## config.mk

```make
export PLATFORM = sky130hd
export DESIGN_NAME = subword_store_unit_flat
export DESIGN_NICKNAME = d
export VERILOG_FILES = /design/src/rtl/subword_store_unit_if.sv /design/src/rtl/subword_store_unit.sv /design/src/flat_wrapper.sv
export SDC_FILE = /design/constraint.sdc
export NUM_CORES = 1
export LEC_CHECK = 0
export BUFFER_PORTS_ARGS = -buffer_cell sky130_fd_sc_hd__buf_2
export CAP_MARGIN = 0
export CORE_MARGIN = 5
export CORE_UTILIZATION = 47
export CTS_CLUSTER_SIZE = 14
export DETAILED_ROUTE_END_ITERATION = 6
export GPL_ROUTABILITY_DRIVEN = 0
export GPL_TIMING_DRIVEN = 1
export PLACE_DENSITY = 0.78
export SYNTH_ARGS = -nofsm -noshare
export SYNTH_HDL_FRONTEND = slang
export SYNTH_SLANG_ARGS = --single-unit
```

## constraint.sdc

```tcl
create_clock -name Clk -period 1.8 [get_ports Clk]
set_input_delay 0.09 -clock Clk [delete_from_list [all_inputs] [get_ports Clk]]
set_output_delay 0.09 -clock Clk [all_outputs]
set_load 0.03 [all_outputs]
```

## src/rtl/subword_store_unit_if.sv

```systemverilog
// Store-unit bus bundle: datapath request side plus word-addressed memory port.
// The unit takes the slave view; the store stage and memory sit on the master side.
interface subword_store_unit_if;
  logic        Start;
  logic [31:0] Addr;
  logic [31:0] WriteData;
  logic [1:0]  Size;
  logic [31:0] MemAddr;
  logic        MemRead;
  logic        MemWrite;
  logic [31:0] MemWData;
  logic [31:0] MemRData;
  logic        MemReady;
  logic        Busy;
  logic        Done;
  logic        Err;

  modport slave (
    input  Start, Addr, WriteData, Size, MemRData, MemReady,
    output MemAddr, MemRead, MemWrite, MemWData, Busy, Done, Err
  );

  modport master (
    output Start, Addr, WriteData, Size, MemRData, MemReady,
    input  MemAddr, MemRead, MemWrite, MemWData, Busy, Done, Err
  );
endinterface

```

## src/rtl/subword_store_unit.sv

```systemverilog
// Byte/halfword/word store into word-addressed memory; sub-word stores use
// read-modify-write, and Busy stalls the datapath until the Done pulse.
module subword_store_unit (
  input  logic                  Clk,
  input  logic                  Rst,
  subword_store_unit_if.slave   bus
);

  typedef enum logic [1:0] {IDLE, READ, WRITE, DONE} state_t;

  state_t      state_reg, state_next;
  logic [31:0] addr_reg;
  logic [31:0] data_reg;
  logic [1:0]  size_reg;
  logic [31:0] merge_reg;
  logic        err_reg;

  logic        req_err;
  logic [3:0]  lane_sel;
  logic [31:0] merged;

  assign req_err = (bus.Size == 2'b11) ||
                   ((bus.Size == 2'b01) && bus.Addr[0]) ||
                   ((bus.Size == 2'b00) && (bus.Addr[1:0] != 2'b00));

  // Byte lanes that take store data; all other lanes keep the memory word.
  always_comb begin
    lane_sel = 4'b0000;
    case (size_reg)
      2'b10:   lane_sel[addr_reg[1:0]] = 1'b1;
      2'b01:   lane_sel = addr_reg[1] ? 4'b1100 : 4'b0011;
      default: lane_sel = 4'b1111;
    endcase
  end

  genvar gi;
  generate
    for (gi = 0; gi < 4; gi++) begin : g_lane
      logic [7:0] lane_src;
      always_comb begin
        case (size_reg)
          2'b10:   lane_src = data_reg[7:0];
          2'b01:   lane_src = data_reg[8*(gi%2) +: 8];
          default: lane_src = data_reg[8*gi +: 8];
        endcase
      end
      assign merged[8*gi +: 8] = lane_sel[gi] ? lane_src : bus.MemRData[8*gi +: 8];
    end
  endgenerate

  always_ff @(posedge Clk or negedge Rst) begin
    if (!Rst) begin
      state_reg <= IDLE;
      addr_reg  <= 32'h0;
      data_reg  <= 32'h0;
      size_reg  <= 2'b00;
      merge_reg <= 32'h0;
      err_reg   <= 1'b0;
    end else begin
      state_reg <= state_next;
      case (state_reg)
        IDLE: if (bus.Start) begin
          addr_reg  <= bus.Addr;
          data_reg  <= bus.WriteData;
          size_reg  <= bus.Size;
          err_reg   <= req_err;
          // Word stores skip READ, so the write word is ready now.
          merge_reg <= bus.WriteData;
        end
        READ: if (bus.MemReady) merge_reg <= merged;
        default: ;
      endcase
    end
  end

  // Outputs decode from state and latched registers only.
  always_comb begin
    state_next   = state_reg;
    bus.MemAddr  = 32'h0;
    bus.MemRead  = 1'b0;
    bus.MemWrite = 1'b0;
    bus.MemWData = 32'h0;
    bus.Busy     = 1'b1;
    bus.Done     = 1'b0;
    bus.Err      = 1'b0;
    case (state_reg)
      IDLE: begin
        bus.Busy = 1'b0;
        if (bus.Start) begin
          if (req_err)                 state_next = DONE;
          else if (bus.Size == 2'b00)  state_next = WRITE;
          else                         state_next = READ;
        end
      end
      READ: begin
        bus.MemAddr = {addr_reg[31:2], 2'b00};
        bus.MemRead = 1'b1;
        if (bus.MemReady) state_next = WRITE;
      end
      WRITE: begin
        bus.MemAddr  = {addr_reg[31:2], 2'b00};
        bus.MemWrite = 1'b1;
        bus.MemWData = merge_reg;
        if (bus.MemReady) state_next = DONE;
      end
      DONE: begin
        bus.Done   = 1'b1;
        bus.Err    = err_reg;
        state_next = IDLE;
      end
      default: state_next = IDLE;
    endcase
  end

endmodule

```

## src/flat_wrapper.sv

```systemverilog
// flat-port wrapper written by rule: the top's interface ports become plain ports
module subword_store_unit_flat 
  (Clk, Rst, bus_Start, bus_Addr, bus_WriteData, bus_Size, bus_MemRData, bus_MemReady, bus_MemAddr, bus_MemRead, bus_MemWrite, bus_MemWData, bus_Busy, bus_Done, bus_Err);
  subword_store_unit_if bus_i ();
  input  logic Clk;
  input  logic Rst;
  input wire logic [$bits(bus_i.Start)-1:0] bus_Start;
  input wire logic [$bits(bus_i.Addr)-1:0] bus_Addr;
  input wire logic [$bits(bus_i.WriteData)-1:0] bus_WriteData;
  input wire logic [$bits(bus_i.Size)-1:0] bus_Size;
  input wire logic [$bits(bus_i.MemRData)-1:0] bus_MemRData;
  input wire logic [$bits(bus_i.MemReady)-1:0] bus_MemReady;
  output wire logic [$bits(bus_i.MemAddr)-1:0] bus_MemAddr;
  output wire logic [$bits(bus_i.MemRead)-1:0] bus_MemRead;
  output wire logic [$bits(bus_i.MemWrite)-1:0] bus_MemWrite;
  output wire logic [$bits(bus_i.MemWData)-1:0] bus_MemWData;
  output wire logic [$bits(bus_i.Busy)-1:0] bus_Busy;
  output wire logic [$bits(bus_i.Done)-1:0] bus_Done;
  output wire logic [$bits(bus_i.Err)-1:0] bus_Err;
  assign bus_i.Start = bus_Start;
  assign bus_i.Addr = bus_Addr;
  assign bus_i.WriteData = bus_WriteData;
  assign bus_i.Size = bus_Size;
  assign bus_i.MemRData = bus_MemRData;
  assign bus_i.MemReady = bus_MemReady;
  assign bus_MemAddr = bus_i.MemAddr;
  assign bus_MemRead = bus_i.MemRead;
  assign bus_MemWrite = bus_i.MemWrite;
  assign bus_MemWData = bus_i.MemWData;
  assign bus_Busy = bus_i.Busy;
  assign bus_Done = bus_i.Done;
  assign bus_Err = bus_i.Err;
  subword_store_unit u_core (.Clk(Clk), .Rst(Rst), .bus(bus_i));
endmodule
```

Word level (Yosys, flattened, before mapping)
Cells that the tools add are included.
{ "op_classes": {"order_cmp": 2, "n_eq_ne": 10, "n_mux": 27, "n_reduce_logical": 14} }
{ "ops": {"columns": ["op", "n"], "rows": [
  ["32-bit 2-to-1 mux", 4],
  ["32-bit one-hot mux with 2 select lines", 1],
  ["8-bit 2-to-1 mux", 6],
  ["8-bit one-hot mux with 2 select lines", 1],
  ["2-bit 2-to-1 mux", 5],
  ["2-bit equality test (second input constant)", 4],
  ["2-bit one-hot mux with 4 select lines", 1],
  ["4-bit one-hot mux with 2 select lines", 1],
  ["2-bit by 1-bit equality test with 1-bit output (second input constant)", 3],
  ["1-bit 2-to-1 mux", 6],
  ["2-bit != test (second input constant)", 3],
  ["3-bit AND reduction", 2],
  ["2-bit zero test", 2],
  ["4-bit 2-to-1 mux", 1],
  ["2-bit nonzero test", 2],
  ["2-bit OR reduction", 2],
  ["1-bit logical AND", 3],
  ["2-bit by 3-bit less-than comparator with 1-bit output (second input constant)", 1],
  ["1-bit demux with 2-bit select", 1],
  ["2-bit by 1-bit greater-or-equal comparator with 1-bit output (second input constant)", 1],
  ["1-bit logical OR", 2],
  ["2-bit AND reduction", 1]
]} }
{ "word_totals": {"register_bits": 101, "inputBits": 102, "wordCells": 59} }

Depth between registers and ports, before layout
Gate-level depths: netlist of run 1.
{ "depth": {"depth_word": 8, "ltp_mapped": 9, "depth_no_buf": 6} }

Worst setup path before layout of run 1
No wires, ideal clock.
{ "synth_timing": {"kind": "reg-to-reg", "start": "register u_core.state_reg[1]", "end": "register u_core.merge_reg[27]", "setup_time_ps": 122, "t_arrival_ps": 1857, "required_time_ps": 1678, "slack_ps": -178, "stages_incl_launch_ff": 8, "n_path_buf": 1, "path_cell_list": "dfrtp_1 inv_1 ha_1 buf_2 nand2_1 o21ai_1 o21ai_0 a32o_1"} }
{ "synth_between": {"elab_chain_len": 3, "word_cells_on_any_way": 7} }
{ "synth_rtl": {"columns": ["element", "line_no", "text"], "rows": [
  ["from (decl)", "subword_store_unit.sv:11", "state_t state_reg, state_next;"],
  ["from (signal assigned)", "subword_store_unit.sv:60", "state_reg <= state_next;"],
  ["2-bit by 1-bit equality test with 1-bit output or 2-bit zero test (tied branches)", "subword_store_unit.sv:61", "case (state_reg)"],
  ["2-bit != test (no source line) or 2-bit nonzero test (tied branches)", null, null],
  ["3-bit AND reduction (no source line)", null, null],
  ["to (signal assigned)", "subword_store_unit.sv:68", "merge_reg <= bus.WriteData;"],
  ["to (signal assigned)", "subword_store_unit.sv:70", "READ: if (bus.MemReady) merge_reg <= merged;"],
  ["to (decl)", "subword_store_unit.sv:15", "logic [31:0] merge_reg;"]
]} }
Several ways; a longest one is shown, not always the timed one.
A chain may end at the register's enable or synchronous reset.

Worst setup path after layout of run 1
{ "layout_timing": {"start": "register u_core.size_reg[0]", "end": "register u_core.merge_reg[11]"} }
{ "layout_between": {"elab_chain_len": 5, "word_cells_on_any_way": 7} }
{ "layout_rtl": {"columns": ["element", "line_no", "text"], "rows": [
  ["from (decl)", "subword_store_unit.sv:14", "logic [1:0] size_reg;"],
  ["from (signal assigned)", "subword_store_unit.sv:65", "size_reg <= bus.Size;"],
  ["2-bit by 1-bit equality test with 1-bit output or 2-bit equality test (tied branches)", "subword_store_unit.sv:29, subword_store_unit.sv:41", null],
  ["4-bit one-hot mux with 2 select lines or 8-bit 2-to-1 mux (tied branches)", "subword_store_unit.sv:29, subword_store_unit.sv:41", null],
  ["8-bit 2-to-1 mux *", "subword_store_unit.sv:47", "assign merged[8*gi +: 8] = lane_sel[gi] ? lane_src : bus.MemRData[8*gi +: 8];"],
  ["32-bit 2-to-1 mux *", "subword_store_unit.sv:70", null],
  ["32-bit one-hot mux with 2 select lines *", "subword_store_unit.sv:61", null]
]} }
Every way passes the cells marked *; elsewhere a longest branch is shown, timed or not. The select of a mux whose other input is x is not followed.

==> summary.txt, run 1 <==
Timing
  – Final worst setup slack: roughly 0.03 ns
  – # setup viols final: 0
  – WHS: about 0.0036 ns
  – Final Skew: 0.01056 ns
  – Final Critical Period: about 1.8 ns
  – Tightest Pin Transition: 0.5519 ns
  – Hold Violations, Final: 0
  – Part of the cycle the worst path needs: a little over nine tenths
  – TNS Setup: 0 ns
  – Fmax: 565.1 MHz
  – Slew Viols, Final: 0
  – Slew headroom: 63.21%

Status
  – Outcome: finished clean

Synthesis
  – Yosys reg bits: ~100
  – Sequential element share of the synthesized area: between 40% and 50%
  – Avg Cell Area, Syn: about 11 um^2
  – Synth Area in Adders: about 1.6%
  – Synth Cell Area: 5487 um^2
  – EDFF count, synth: 0
  – FFs w/ async S/R, synth: between 90% and 100%
  – Compound-Gate Fraction of Synth Area: between 10% and 20%
  – Cell variety after synth: 45
  – Syn Inst Count: 511
  – Primary FF master, synth: dfrtp_1
  – YS warnings: 0
  – Mux cell area share after synthesis: roughly 17%
  – Simple-gate share of the synthesized area: between 10% and 20%
  – Synth Area in XOR/XNOR: 0%
  – Main combinational cell family by area after synthesis: multiplexers

Worst setup path
  – R2R setup slack: 0.03 ns
  – CP required: 2.09 ns
  – Crit end category: flop
  – Critical path's slowest cell: dfrtp_1
  – CP delay by family, top: simple AND/OR/NAND/NOR gates
  – Crit path kind: flop to flop
  – Crit path cell chain: inv_2 > ha_4 > nand2b_1 > or3_4 > buf_6 > o22ai_2 > o22a_1
  – CP peak stage delay: just under 0.4 ns
  – CP arrival: slightly above 2 ns
  – Reg2Reg Depth: 7
  – CP max FO: 7
  – Worst r2r src: u_core.size_reg[0]
  – R2r endpoint: u_core.merge_reg[11]
  – CP Launch Type: flop
  – Crit path buf inv count: 2

Floorplan
  – Die ar.: ~14000 um^2
  – Core Rows: 39
  – Die Ht: 118.0 um
  – Initial Util: between 40% and 50%
  – Top-Level Pins: around 170
  – Core area: roughly 11000 um^2
  – Die width: approximately 120 um

Routing
  – Drt pass-1 iters: 5
  – Drt initial violations: slightly below 400
  – DR WL/cell: 18.59 um
  – Drt drc: 0
  – DRT antenna net count: 0
  – Vias per inst: approximately 5.5
  – Final WL: ~17 mm
  – Via count: 5016

Pwr
  – Cell Pwr Density: between 1500 and 2000 nW/um^2
  – Peak supply drop: around 1.4 mV
  – Combinational Power Share: roughly three fifths
  – Leak: around 3.6 nW
  – Switching power: roughly 7.1 mW
  – Switch share: a little under half
  – Total chip power: between 15 and 20 mW
  – P_int: roughly 8.3 mW
  – Power share of the clock group: roughly 12%
  – Sequential share of power: 27.9%

Place
  – PortBufs: between 150 and 200
  – DP Area: ~6700 um^2
  – Dpl hpwl: around 12 mm
  – Dpl ws: -0.01483 ns
  – # placed instances: 824

Cells and area
  – Layout cells sized above 1: roughly a third
  – Total Nets Final: about 870
  – Fin cells: 907
  – Leading cell type in the layout, fill and taps excluded: buf_2
  – P&R area growth vs syn: 41.62%
  – Most frequent cells in the layout: buf_2, dfrtp_1, mux2_1, and2_1, dlygate4sd3_1
  – Antenna cells: 0
  – Final Util: between 60% and 70%
  – Design area: 7770 um^2

Min path
  – Worst Hold End: u_core.data_reg[11]
  – WHS Path Cells: 2
  – Min-Delay Startpoint: bus_WriteData[11]
  – HP Class: input pin to flop

Global routing
  – First-pass GRT wire length: around 27 mm
  – Largest net degree at the start of global routing: 102
  – GRT Residual Overflow: 0
  – Number of global-route vias before repair: 5396
  – Gr usage total: 24.02%
  – Initial antenna violation count: 0

Clock tree
  – Cts bufs inserted: 9
  – Clk_lat worst skew: between 0.3 and 0.4 ns
  – H-tree depth: 3
  – Clk sinks: 101
  – CTS tree: done
  – Root buffer cell: clkbuf_16
  – Clk slew on worst S/H paths: roughly 0.080 ns
  – Clock buffer depth: 2

Flow run
  – Max-cap violations: 0
## repair_timing
action,4_1_cts,5_1_grt
resized for setup,2,31
hold buffers,61,0
endpoints found under the hold margin,161,0
pin swaps,0,8
setup buffers,1,5
setup endpoints to repair,40,91
## per-layer routing
metal	global-route usage [%]	vias to the layer above	wire length, um
li1	-	2311	-
met1	29.26	2446	6796
met2	41.58	223	8424
met3	6.247	36	1279
met4	7.455	0	357
met5	0	-	0
## power groups by stage
| stage | Combinational [mW] | Clock (mW) | Sequential [mW] |
|---|---|---|---|
| after global placement | 8.30 | 0 | 4.18 |
| after CTS | 8.78 | 1.90 | 4.22 |
| final | 9.25 | 1.88 | 4.31 |
| after detailed placement | 8.55 | 0 | 4.27 |
| after floorplan | 6.09 | 0 | 3.93 |
| after global routing | 9.94 | 2.00 | 4.42 |
## worst register-to-register path, delay by kind of cell (launching register included)
| kind | cells | cell delay, ns |
|---|---|---|
| AO/OA/AOI/OAI | 2 | 0.31 |
| adder cells (fa/ha/maj) | 1 | 0.21 |
| buffers and inverters | 2 | 0.25 |
| flip-flops | 1 | 0.39 |
| AND/OR/NAND/NOR | 2 | 0.56 |
## worst max path at each step
| stage | startpoint | endpoint | slack (ns) | cells after the start |
|---|---|---|---|---|
| after detailed placement | u_core.size_reg[0] | u_core.merge_reg[11] | -0.01 | 7 |
| after CTS | u_core.state_reg[0] | bus_MemAddr[13] | -0.03 | 5 |
| after global routing | u_core.size_reg[1] | u_core.merge_reg[30] | -0.02 | 7 |
| final | u_core.size_reg[0] | u_core.merge_reg[11] | 0.03 | 7 |
| after floorplan | u_core.state_reg[1] | u_core.merge_reg[11] | 0.02 | 7 |
| after global placement | u_core.size_reg[0] | u_core.merge_reg[8] | 0.06 | 7 |
## synth_stat cells (2+ instances only)
cell | count | area share (%)
dfrtp_1 | 101 | 46
mux2_1 | 66 | 14
and2_1 | 63 | 7.2
nor2_1 | 40 | 2.7
nand2_1 | 22 | 1.5
buf_2 | 17 | 1.6
mux2i_1 | 16 | 2.9
o211ai_1 | 16 | 2.2
o21ai_0 | 16 | 1.5
o22a_1 | 14 | 2.2
inv_1 | 13 | 0.89
a22oi_1 | 12 | 1.6
clkbuf_1 | 12 | 0.82
a22o_1 | 8 | 1.3
nand2b_1 | 8 | 0.91
nor2b_1 | 8 | 0.91
a21o_1 | 7 | 0.96
ha_1 | 7 | 1.6
o22ai_2 | 7 | 1.6
o2bb2ai_1 | 7 | 1.1
a21oi_1 | 5 | 0.46
a221oi_1 | 4 | 0.64
a32o_1 | 4 | 0.73
a211oi_1 | 3 | 0.41
a31oi_1 | 3 | 0.34
buf_6 | 3 | 0.62
nand3_1 | 3 | 0.27
o21ai_1 | 3 | 0.27
and3b_1 | 2 | 0.32
buf_1 | 2 | 0.14
buf_4 | 2 | 0.27
nand3b_1 | 2 | 0.27
or2_2 | 2 | 0.23
or3_1 | 2 | 0.23
## final cells by class
type,count,area (um^2)
Clock buffer,11,242.7
Clock inverter,5,43.79
Fill cell,815,3649
Inverter,14,52.55
Multi-Input combinational cell,361,2839
Sequential cell,101,2530
Tap cell,143,178.9
Timing Repair Buffer,272,1883
## cell families (layout without fill, tap and decap cells)
logic type	after synthesis	in the layout
buffers and inverters	50	302
other	1	2
AND/OR/NAND/NOR	154	154
AO/OA/AOI/OAI	115	115
adder cells (fa/ha/maj)	7	7
multiplexers	83	83
flip-flops	101	101
Power figures use the tool's default switching activity.
==> run 2, diff against run 1 <==
- CORE_UTILIZATION: 47 -> 50
- PLACE_DENSITY: 0.78 -> 0.79
- SETUP_SLACK_MARGIN: unset -> 0.3
- clock period: 1.8 -> 2.1 ns (I/O delays scaled with it)
==> run 2 against run 1 <==
Net effect: clock power fell by 42%; utilization grew 3.6 points; highest routed layer unchanged; count of clock-buffer cells in the layout did not move; setup slack better by 0.27 ns; critical path type unchanged; critical path depth decreased by 2; largest power group unchanged; first-iteration DRC count shrank 25%.
==> summary.txt, run 2 (same netlist as run 1, synthesis figures left out) <==
Routing
  – Final WL: 16.71 mm
  – Drt drc: 0
  – DRT antenna net count: 0
  – Vias per inst: 5.566
  – Via count: 5065
  – DR WL/cell: 18.36 um
  – Drt pass-1 iters: 5
  – Drt initial violations: slightly below 300

Place
  – DP Area: approximately 6600 um^2
  – Dpl hpwl: ~12 mm
  – PortBufs: between 150 and 200
  – # placed instances: 807

Timing
  – Final Skew: roughly 0.012 ns
  – Slew headroom: around 64%
  – Final Critical Period: 1.801 ns
  – Tightest Pin Transition: ~0.55 ns
  – # setup viols final: 0
  – Fmax: between 500 and 600 MHz
  – TNS Setup: 0 ns
  – Hold Violations, Final: 0
  – Part of the cycle the worst path needs: between 80% and 90%
  – RSZ-0062 raised after global routing: yes
  – Slew Viols, Final: 0

Min path
  – Min-Delay Startpoint: bus_MemRData[1]
  – HP Class: input pin to flop

Worst setup path
  – CP max FO: 7
  – CP arrival: 2.12 ns
  – CP Launch Type: flop
  – Crit end category: flop
  – CP required: approximately 2.4 ns
  – Crit path kind: flop to flop
  – Worst r2r src: u_core.size_reg[1]
  – Worst setup path startpoint: u_core.size_reg[1]

Cells and area
  – Most frequent cells in the layout: buf_2, dfrtp_1, dlygate4sd3_1, mux2_1, and2_1
  – Design area: a little under 8000 um^2
  – Leading cell type in the layout, fill and taps excluded: buf_2
  – FILL cells: 725
  – P&R area growth vs syn: 40.89%
  – Fin cells: a little over 900
  – Layout cells sized above 1: about a third
  – Final Util: between 70 and 80%
  – Antenna cells: 0
  – Total Nets Final: around 900

Global routing
  – Number of global-route vias before repair: 5410
  – GRT Max-Usage Layer: met2
  – Gr usage total: ~26%
  – GR Util met2: between 40% and 50%
  – Met3 Use GR: 5.579%
  – First-pass GRT wire length: 26.85 mm
  – GRT Residual Overflow: 0
  – Initial antenna violation count: 0
  – Grt met1 use: between 30% and 40%
  – Largest net degree at the start of global routing: between 40 and 50

Clock tree
  – Cts bufs inserted: 9
  – Clk sinks: approximately 100
  – H-tree depth: 3
  – CTS tree: done
  – Clk slew on worst S/H paths: about 0.10 ns
  – Clk_lat worst skew: roughly 0.37 ns
  – Root buffer cell: clkbuf_8
  – Clock buffer depth: 2

Floorplan
  – Die ar.: ~13000 um^2
  – Die width: between 100 and 150 um
  – Core area: approximately 11000 um^2
  – Top-Level Pins: roughly 170
  – Core Rows: 38
  – Die Ht: ~110 um
  – Initial Util: around 51%

Pwr
  – Peak supply drop: between 1 and 1.5 mV
  – Leak: 3.613 nW
  – Cell Pwr Density: ~1600 nW/um^2
  – Total chip power: around 13 mW

Status
  – Outcome: finished clean

Flow run
  – Max-cap violations: 0
==> run 2: report_power, final <==
| group | switching [mW] | total [mW] | internal, mW |
|---|---|---|---|
| Combinational | 4.53 | 7.87 | 3.35 |
| Clock | 0.663 | 1.09 | 0.425 |
| Sequential | 0.743 | 3.67 | 2.93 |
==> run 2: repair_timing <==
| item | 4_1_cts | 5_1_grt |
|---|---|---|
| hold buffers | 75 | 0 |
| buffers inserted | 4 | 9 |
| gates resized for setup | 23 | 18 |
| setup endpoints to repair | 93 | 87 |
| hold endpoints to repair | 113 | 0 |
| pin swaps | 1 | 6 |
==> run 2: cell type report <==
| type | instances | area, um^2 | area share [%] |
|---|---|---|---|
| timing repair buffer | 279 | 1989 | 25.74 |
| sequential | 101 | 2527 | 32.70 |
| clock inverter | 4 | 26.28 | 0.3399 |
| multi-input combinational | 361 | 2828 | 36.58 |
| tap | 140 | 175.2 | 2.266 |
| inverter | 14 | 52.55 | 0.6798 |
| clock buffer | 11 | 131.4 | 1.700 |
==> run 2: per-layer routing <==
layer / vias to the layer above / part of all wire, % / wire, um
li1: 2318 / - / -
met5: - / 0 / 0
met1: 2467 / 39 / 6513
met2: 232 / 50 / 8412
met4: 0 / 2.6 / 429
met3: 48 / 8.1 / 1350
==> run 2: critical path: stages (launching register included) <==
cell and delay [ns]:
dfrtp_1 0.44, ha_1 0.35, nand2b_4 0.17, or3_4 0.47
o22ai_2 0.17, o22a_1 0.15
==> run 2: final timing paths <==
kind                                            end  slack, ns  cells past startpoint
worst max-delay path            u_core.merge_reg[9]       0.30                      5
worst min register to register       u_core.err_reg       0.48                      1
worst max register to register  u_core.merge_reg[9]       0.30                      5
worst min-delay path            u_core.merge_reg[1]       0.01                      3
min in group asynchronous       u_core.merge_reg[5]       0.26                      2
max in group asynchronous       u_core.data_reg[20]       1.15                      3
==> run 2: metrics by stage <==
step                      setup WS, ns  hold slack (ns)
final                           0.2990          0.01441
after global routing            0.2436          0.02937
after CTS                       0.2990         0.005036
after detailed placement        0.1466           0.1247
after global placement          0.2414           0.1233
after floorplan                 0.3164          -0.1906
